File: src/rtl/cordic16_arb.sv
// cordic16_arb: round-robin arbiter and sequencer sharing one serial CORDIC
// engine among NREQ requesters, with a load-to-ready watchdog.
module cordic16_arb #(
  parameter int NREQ = 4,
  parameter int TMO  = 48,
  parameter int TW   = 6
) (
  input  logic                 clk,
  input  logic                 rst,
  input  logic                 en,
  input  logic [NREQ-1:0]      req,
  input  logic [16*NREQ-1:0]   xin,
  input  logic [16*NREQ-1:0]   yin,
  input  logic [16*NREQ-1:0]   zin,
  input  logic [NREQ-1:0]      min,
  output logic [NREQ-1:0]      ack,
  output logic [NREQ-1:0]      vld,
  output logic                 err,
  output logic [15:0]          xres,
  output logic [15:0]          yres,
  output logic [15:0]          zres,
  output logic                 mres,
  output logic                 busy,
  output logic [15:0]          cx,
  output logic [15:0]          cy,
  output logic [15:0]          cz,
  output logic                 cmi,
  output logic                 cload,
  input  logic [15:0]          cxo,
  input  logic [15:0]          cyo,
  input  logic [15:0]          czo,
  input  logic                 cmo,
  input  logic                 crdy
);

  localparam int PW = $clog2(NREQ);

  // state | meaning
  // IDLE  | waiting for an enabled request to grant
  // BUSY  | engine loaded, waiting for crdy or watchdog expiry
  localparam logic [0:0] IDLE = 1'b0;
  localparam logic [0:0] BUSY = 1'b1;

  localparam logic [TW-1:0] TMO_CNT = TW'(TMO);

  logic [0:0]    state;
  logic [PW-1:0] ptr;
  logic [PW-1:0] owner;
  logic [PW-1:0] gnt_idx;
  logic [PW-1:0] cand;
  logic          gnt_hit;
  logic [TW-1:0] wdog;

  function automatic logic [NREQ-1:0] onehot(input logic [PW-1:0] i);
    logic [NREQ-1:0] v;
    v    = '0;
    v[i] = 1'b1;
    return v;
  endfunction

  // First set request at or after the rotating pointer.
  always_comb begin
    gnt_hit = 1'b0;
    gnt_idx = ptr;
    cand    = ptr;
    for (int k = 0; k < NREQ; k++) begin
      cand = ptr + PW'(k);
      if (!gnt_hit && req[cand]) begin
        gnt_hit = 1'b1;
        gnt_idx = cand;
      end
    end
  end

  always_ff @(posedge clk or negedge rst) begin
    if (!rst) begin
      state <= IDLE;
      ptr   <= '0;
      owner <= '0;
      wdog  <= '0;
      ack   <= '0;
      vld   <= '0;
      err   <= 1'b0;
      cload <= 1'b0;
      busy  <= 1'b0;
      cx    <= '0;
      cy    <= '0;
      cz    <= '0;
      cmi   <= 1'b0;
      xres  <= '0;
      yres  <= '0;
      zres  <= '0;
      mres  <= 1'b0;
    end else begin
      ack   <= '0;
      vld   <= '0;
      err   <= 1'b0;
      cload <= 1'b0;
      case (state)
        IDLE: begin
          if (en && gnt_hit) begin
            cx    <= xin[16*gnt_idx +: 16];
            cy    <= yin[16*gnt_idx +: 16];
            cz    <= zin[16*gnt_idx +: 16];
            cmi   <= min[gnt_idx];
            ack   <= onehot(gnt_idx);
            cload <= 1'b1;
            owner <= gnt_idx;
            ptr   <= gnt_idx + 1'b1;
            wdog  <= '0;
            busy  <= 1'b1;
            state <= BUSY;
          end
        end
        BUSY: begin
          if (wdog != TMO_CNT) begin
            wdog <= wdog + 1'b1;
          end
          // A ready arriving on the expiry cycle still counts as a good result.
          if (crdy) begin
            xres  <= cxo;
            yres  <= cyo;
            zres  <= czo;
            mres  <= cmo;
            vld   <= onehot(owner);
            busy  <= 1'b0;
            state <= IDLE;
          end else if (wdog == TMO_CNT) begin
            xres  <= '0;
            yres  <= '0;
            zres  <= '0;
            mres  <= cmi;
            vld   <= onehot(owner);
            err   <= 1'b1;
            busy  <= 1'b0;
            state <= IDLE;
          end
        end
        default: state <= IDLE;
      endcase
    end
  end

endmodule

File: config.mk
export PLATFORM = sky130hd
export DESIGN_NAME = cordic16_arb
export DESIGN_NICKNAME = d
export VERILOG_FILES = /design/src/rtl/cordic16_arb.sv
export SDC_FILE = /design/constraint.sdc
export NUM_CORES = 1
export LEC_CHECK = 0
export ABC_AREA = 1
export CAP_MARGIN = 25
export CORE_ASPECT_RATIO = 1.25
export CORE_UTILIZATION = 35
export CTS_CLUSTER_SIZE = 25
export DETAILED_ROUTE_END_ITERATION = 12
export PLACE_DENSITY = 0.71
export SYNTH_ARGS = -nofsm -noshare
export SYNTH_HDL_FRONTEND = slang
export SYNTH_SLANG_ARGS = --single-unit
File: constraint.sdc
create_clock -name clk -period 4.02 [get_ports clk]
set_input_delay 0.804 -clock clk [delete_from_list [all_inputs] [get_ports clk]]
set_output_delay 0.804 -clock clk [all_outputs]
set_load 0.005 [all_outputs]
==> results.yml <==
routing:
  wl_per_cell_um: 17.1
  vias_per_cell: 5.00
  drc: 0
  drt_iter0_drc: 552
  drtAntennaViolNets: 0
  vias: 8233
  drtPass1Iterations: 5
  routed_wirelength_um: 28200
timing:
  finalMaxSlewViolations: 0
  tightestPinTransition_ns: 0.961
  rsz0062_at_grt: "no"
  setup-tns-final_ns: 0
  fmax_ghz: 0.345
  clock_skew_ns: 0.00761
  hold_violations: 0
  finalCritPeriodShare_pct: 72.1
  setup_viol: 0
  min_period_ns: 2.90
  relSlewSlack_pct: 35.9
global_routing:
  grt.total_usage_pct: 25.3
  antenna_found_initial: 0
  grt.met2_usage_pct: 44.5
  busiest_layer: "met2"
  use_met3_pct: 6.65
  grt_pass1_vias: 7835
  met1_usage_pct: 30.3
  grt_pass1_wl_um: 43000
  grt_start_max_net_pins: 109
  grt_remaining_overflow: 0
setup_path:
  crit_required_ns: 4.37
  crit_path_start_kind: "flop"
  critPathMaxFanout: 27
  critPathMaxStageDelay_ns: 0.62
  path_class: "reg -> reg"
  crit_slowest_cell: "dfrtp_1"
  cp-end-kind: "flop"
  cp_top_family: "simple AND/OR/NAND/NOR gates"
  critPathBufInv: 2
  crit_chain: "inv_2 -> nand2_1 -> nand2_1 -> nand2_1 -> nand2_2 -> nand2_2 -> nand2_1 -> nand2_1 -> nand2_2 -> nand2_2 -> buf_4 -> nand2_1 -> nand3_1 -> nand3_1 -> nand2_1"
  regToRegSetupSlack_ns: 1.12
  path_common_cell: "nand2_1"
  arrival_ns: 3.25
final_layout:
  layout-drive-gt1-share_pct: 8.59
  instances_no_fill: 1648
  final_common_cell: "nand2_1"
  antenna_cells: 0
  synthToLayoutAreaGrowth_pct: 57.7
  layout_common_cells: "459 x nand2_1, 359 x clkdlybuf4s50_1, 179 x nand3_1"
  finish.instance_area_sq_um: 11700
  nets: 1616
floorplan:
  die_w_um: 132
  start_util_pct: 35.8
  coreArea_sq_um: 20800
  die_h_um: 165
  row_count: 59
  die-area_sq_um: 21900
  io_pins: 362
clock_tree:
  cts_inserted_buffers: 17
  hold_buffers: 0
  clock_path_buffers: 2
  cts-root-buf: "clkbuf_16"
  cts-htree-levels: 4
  clock-sinks: 120
  cts_tree: "done"
  clk_transition_reported_paths_ns: 0.06
  clock_latency_ns: 0.41
  cts_setup_buffers: 0
  ctsResizeCount: 0
synthesis:
  synth_warnings: 0
  synth_flop_cell: "dfrtp_1"
  syn_inst: 1036
  synth.distinct_cells: 33
  ys_ff_latch: 120
  async_flop_share_pct: 100
  seq_area_frac_synth_pct: 40.3
  synth-edff-count: 0
  synth_fp_nets: 1291
  syn_avg_cell_area_sq_um: 7.19
  synthesis.area_sq_um: 7450
placement:
  io_buffers: 361
  place_area_sq_um: 11100
  gp_congestion: 0.878
  hpwlAfterDp_um: 19700
  place_inst: 1615
worst_hold_path:
  hold_path.class: "in -> async"
run_status:
  status: "completed"
power:
  cellLeakagePower_uw: 0.00572
  p_per_area_nw_per_um2: 819
  total_power_uw: 9620
  ir_drop_uv: 474
job:
  maxCapViolCount: 0
[cell usage after synthesis (all sizes together) (2+ instances only)]
| library cell | instances | share of area (%) |
|---|---|---|
| a21oi | 3 | 0.20 |
| buf | 52 | 5.4 |
| clkbuf | 21 | 1.1 |
| clkinv | 2 | 0.10 |
| dfrtp | 120 | 40 |
| ha | 2 | 0.34 |
| inv | 62 | 3.2 |
| nand2 | 474 | 24 |
| nand3 | 221 | 18 |
| nand3b | 42 | 4.2 |
| nand4 | 5 | 0.71 |
| nor2 | 13 | 0.79 |
| nor3 | 5 | 0.49 |
| o21ai | 8 | 0.54 |
| xor2 | 2 | 0.24 |
[registers in the layout, summed over array words and instances, names as in the netlist]
signal,count
cx,16
cy,16
cz,16
xres,16
yres,16
zres,16
wdog,6
ack,4
vld,4
owner,2
ptr,2
busy,1
cload,1
cmi,1
err,1
mres,1
state,1
[power breakdown]
part | internal [uW] | total [uW] | leakage (uW) | switching, uW
registers | 1770 | 2210 | 0.00150 | 438
logic | 2380 | 5780 | 0.00391 | 3400
clock network | 1030 | 1630 | 0.000308 | 597
[per-stage QoR]
stage | utilization, % | setup WS (ns) | hold slack [ns]
floorplan | - | 1.99 | 0.432
global placement | 53.3 | 0.852 | 0.444
detailed placement | 53.3 | 0.785 | 0.459
CTS | 56.3 | 1.12 | 0.464
global route | 56.4 | 0.873 | 0.357
finish | 56.4 | 1.12 | 0.322
[path summary, 6_finish.rpt]
path / cells after the start / endpoint / from
hold / removal: 1 / yres[8] / rst
setup reg to reg: 15 / cz[9] / ptr[0]
min in group clk: 1 / vld[2] / owner[0]
setup / recovery: 15 / cz[9] / ptr[0]
hold reg to reg: 1 / vld[2] / owner[0]
max in group asynchronous: 3 / vld[0] / rst
[final cells by class]
cell class | count | area, sq um
clock buffer | 20 | 467
clock inverter | 12 | 164
fill | 1972 | 9070
inverter | 64 | 243
multi-input combinational | 779 | 3740
sequential | 120 | 3000
tap | 274 | 343
timing repair buffer | 379 | 3790
[routing by layer]
| layer | up-vias | wire length [um] |
|---|---|---|
| met3 | 42 | 2440 |
| met2 | 383 | 13800 |
| met1 | 3866 | 11400 |
| met4 | 0 | 610 |
| met5 | - | 0 |
| li1 | 3942 | - |
[cell families after synthesis]
logic type	count (synthesis)	synth area share, %
and+or+nand+nor	761	48.3
AOI/OAI and AO/OA	13	0.924
xor gates and xnor gates	3	0.353
adders and majority gates	2	0.336
DFF	120	40.3
buffers and inverters	137	9.76
(Power assumes the default switching activity.)
==> variant, RTL diff (same flow settings) <==
`TMO`: 48 -> 24.
--- a/src/rtl/cordic16_arb.sv
+++ b/src/rtl/cordic16_arb.sv
@@ -3,5 +3,5 @@
 module cordic16_arb #(
   parameter int NREQ = 4,
-  parameter int TMO  = 48,
+  parameter int TMO  = 24,
   parameter int TW   = 6
 ) (
Function: same outputs for any inputs over 4 cycles, from zero or initial values and one cycle with rst low; that may be too few to reach the edited logic, so the function may still have changed.
==> variant against the original RTL <==
Power decreased by 1.9%. Design area decreased by 2.2%. Area after synthesis decreased by 3.5%. Sequential share of layout area increased by 0.55 points. Setup slack got worse by 22 ps. Wire length decreased by 1.5%. Sequential cell count unchanged.
==> variant: results (changes against the original RTL) <==
* Status: finished clean
* Leakage at 5.60 nW (-2.0%)
* Top cells by area, synth: dfrtp_1 42%, nand2_1 24%, nand3_1 15%, nand3b_1 4.4%, inv_1 3.0%
* Max Used Layer: met4
* Reg-to-reg endpoint: wdog[5]
* Top cells by count, synth: 464 x nand2_1, 221 x nand3_1, 120 x dfrtp_1
* Hold Crit Class: reg -> reg
* GPL Wtd Cong at 0.848 (-3.4%)
* Worst Skew at 9.69 ps (+2.07 ps)
* Clock buffer depth at 2 (unchanged)
* CP max stage delay at 710 ps (+90 ps)
* Vias in the first global route at 8051 (+2.8%)
* Hold Crit Depth at 2
* Maximum number of pins on one net before global-route repair at 67 (-39%)
* Worst reg2reg path depth at 12 (-3)
* Met2 Routed Length at 13500 µm (-2.6%)
* Wire length on met3 at 2780 µm (+14%)
* Slowest cell on crit path: inv_2
* Internal power at 0.00511 W (-1.4%)
* Antenna Nets Post-Route at 0 (unchanged)
* Yosys cell types at 30 (-9.1%)
* Reg2Reg Launch Point: ptr[0]
* WP data arrival at 3250 ps (about the same)
* Yosys Warn Count at 0 (unchanged)
* Max Fanout on Critical Path at 51 (+89%)
* CTS Buf Count at 17 (unchanged)
* Wl on met1 at 10500 µm (-7.9%)
* DRT Wirelength at 27800 µm (-1.5%)
* Hold Crit Endpoint: yres[8]
* Iteration-0 DRC Markers at 443 (-20%)
* Register-to-register setup slack at 1100 ps (-20 ps)
* Crit-path leading delay family: simple AND/OR/NAND/NOR gates
* Post-CTS Resized at 0 (unchanged)
* Async set-or-reset flop fraction in the synthesized netlist at 100% (unchanged)
* Post-CTS Setup Bufs at 0 (unchanged)
* DP Worst Slack at 836 ps (+51.5 ps)
* PortBufs at 361 (unchanged)
* WHS at 468 ps (+146 ps)
* Peak VDD IR at 0.489 mV (+3.1%)
* Seq/Total Area, Yosys at 41.8% (+1.5 points)
* GRT Total Usage at 26.4% (+1.1 points)
* DRT Pass-1 Iters at 5 (unchanged)
* Share of cells above drive strength 1 at 5.26% (-3.3 points)
* Global-route wire length before repair at 42600 µm (-1.1%)
* Antenna violations before repair at 4 (+4)
* Syn nets at 1290 (-0.077%)
* Max_slew headroom at 31.5% (-4.4 points)
* Placed Area at 10900 µm² (-2.0%)
* Worst skew pair latency at 420 ps
* DR vias/cell at 4.91 (-1.6%)
* Hpwl dp at 19500 µm (-0.94%)
* Layout net count at 1612 (-0.25%)
* Root buf cell: clkbuf_16
[variant: cell types whose count changed in the layout (fill, tap and decap cells not counted), sizes merged, moves of 2 or more]
| cell | unedited run | this run |
|---|---|---|
| inv | 65 | 68 |
| diode | 0 | 4 |
| buf | 20 | 17 |
| a21oi | 3 | 1 |
| nand4 | 5 | 3 |
| clkbuf | 20 | 18 |
| nand2 | 474 | 476 |
| clkinv | 7 | 4 |
[variant: cell families (layout without fill, tap and decap cells)]
family	count (synthesis)	in the layout	share of synthesized area, %
other cells	0	4	0
flops	120	120	41.8
simple gates	762	762	47.3
buf+inv	136	471	9.26
mux	1	1	0.139
fa+ha+maj	2	2	0.348
xor+xnor	3	3	0.366
compound gates	11	11	0.800
[variant: routing by layer]
layer  global-route usage [%]  vias up
li1                         -     3949
met1                     29.7     3710
met2                     44.4      365
met3                     8.14       56
met4                     14.0        0
met5                        0        -
[variant: final cells by class]
| cell class | instances | area, µm² |
|---|---|---|
| inverter | 63 | 236 |
| fill | 1903 | 8610 |
| clock buffer | 18 | 429 |
| timing repair buffer | 376 | 3760 |
| multi-input combinational | 779 | 3530 |
| tap | 270 | 338 |
| sequential | 120 | 3000 |
| antenna | 4 | 10.0 |
| clock inverter | 14 | 189 |
[variant: worst min-delay path, cell delays in order (launching register included)]
cell     delay [ps]
dfrtp_1         340
nand2_1          50
nand2_1          50
[variant: worst max-delay path by stage]
stage,startpoint,cells after the start,endpoint,slack (ps)
2_1_floorplan,req[3],14,cx[0],2010
3_3_place_gp,req[3],12,cmi,860
3_5_place_dp,req[2],12,wdog[5],840
4_1_cts,ptr[0],12,wdog[5],1080
5_1_grt,ptr[0],12,wdog[5],760
6_report,ptr[0],12,wdog[5],1100
[variant: per-stage QoR]
stage	power, W	cells
after global placement	0.00776	1608
after detailed placement	0.00786	1608
after CTS	0.00953	1640
after global routing	0.0103	1644
after floorplan	0.00563	1035
final	0.00944	1644
[variant: power groups by stage]
stage	Sequential, W	Combinational [W]	Clock, W
5_1_grt	0.00220	0.00636	0.00170
3_3_place_gp	0.00213	0.00564	0
3_5_place_dp	0.00214	0.00572	0
2_1_floorplan	0.00211	0.00352	0
4_1_cts	0.00214	0.00575	0.00164
6_report	0.00214	0.00568	0.00161
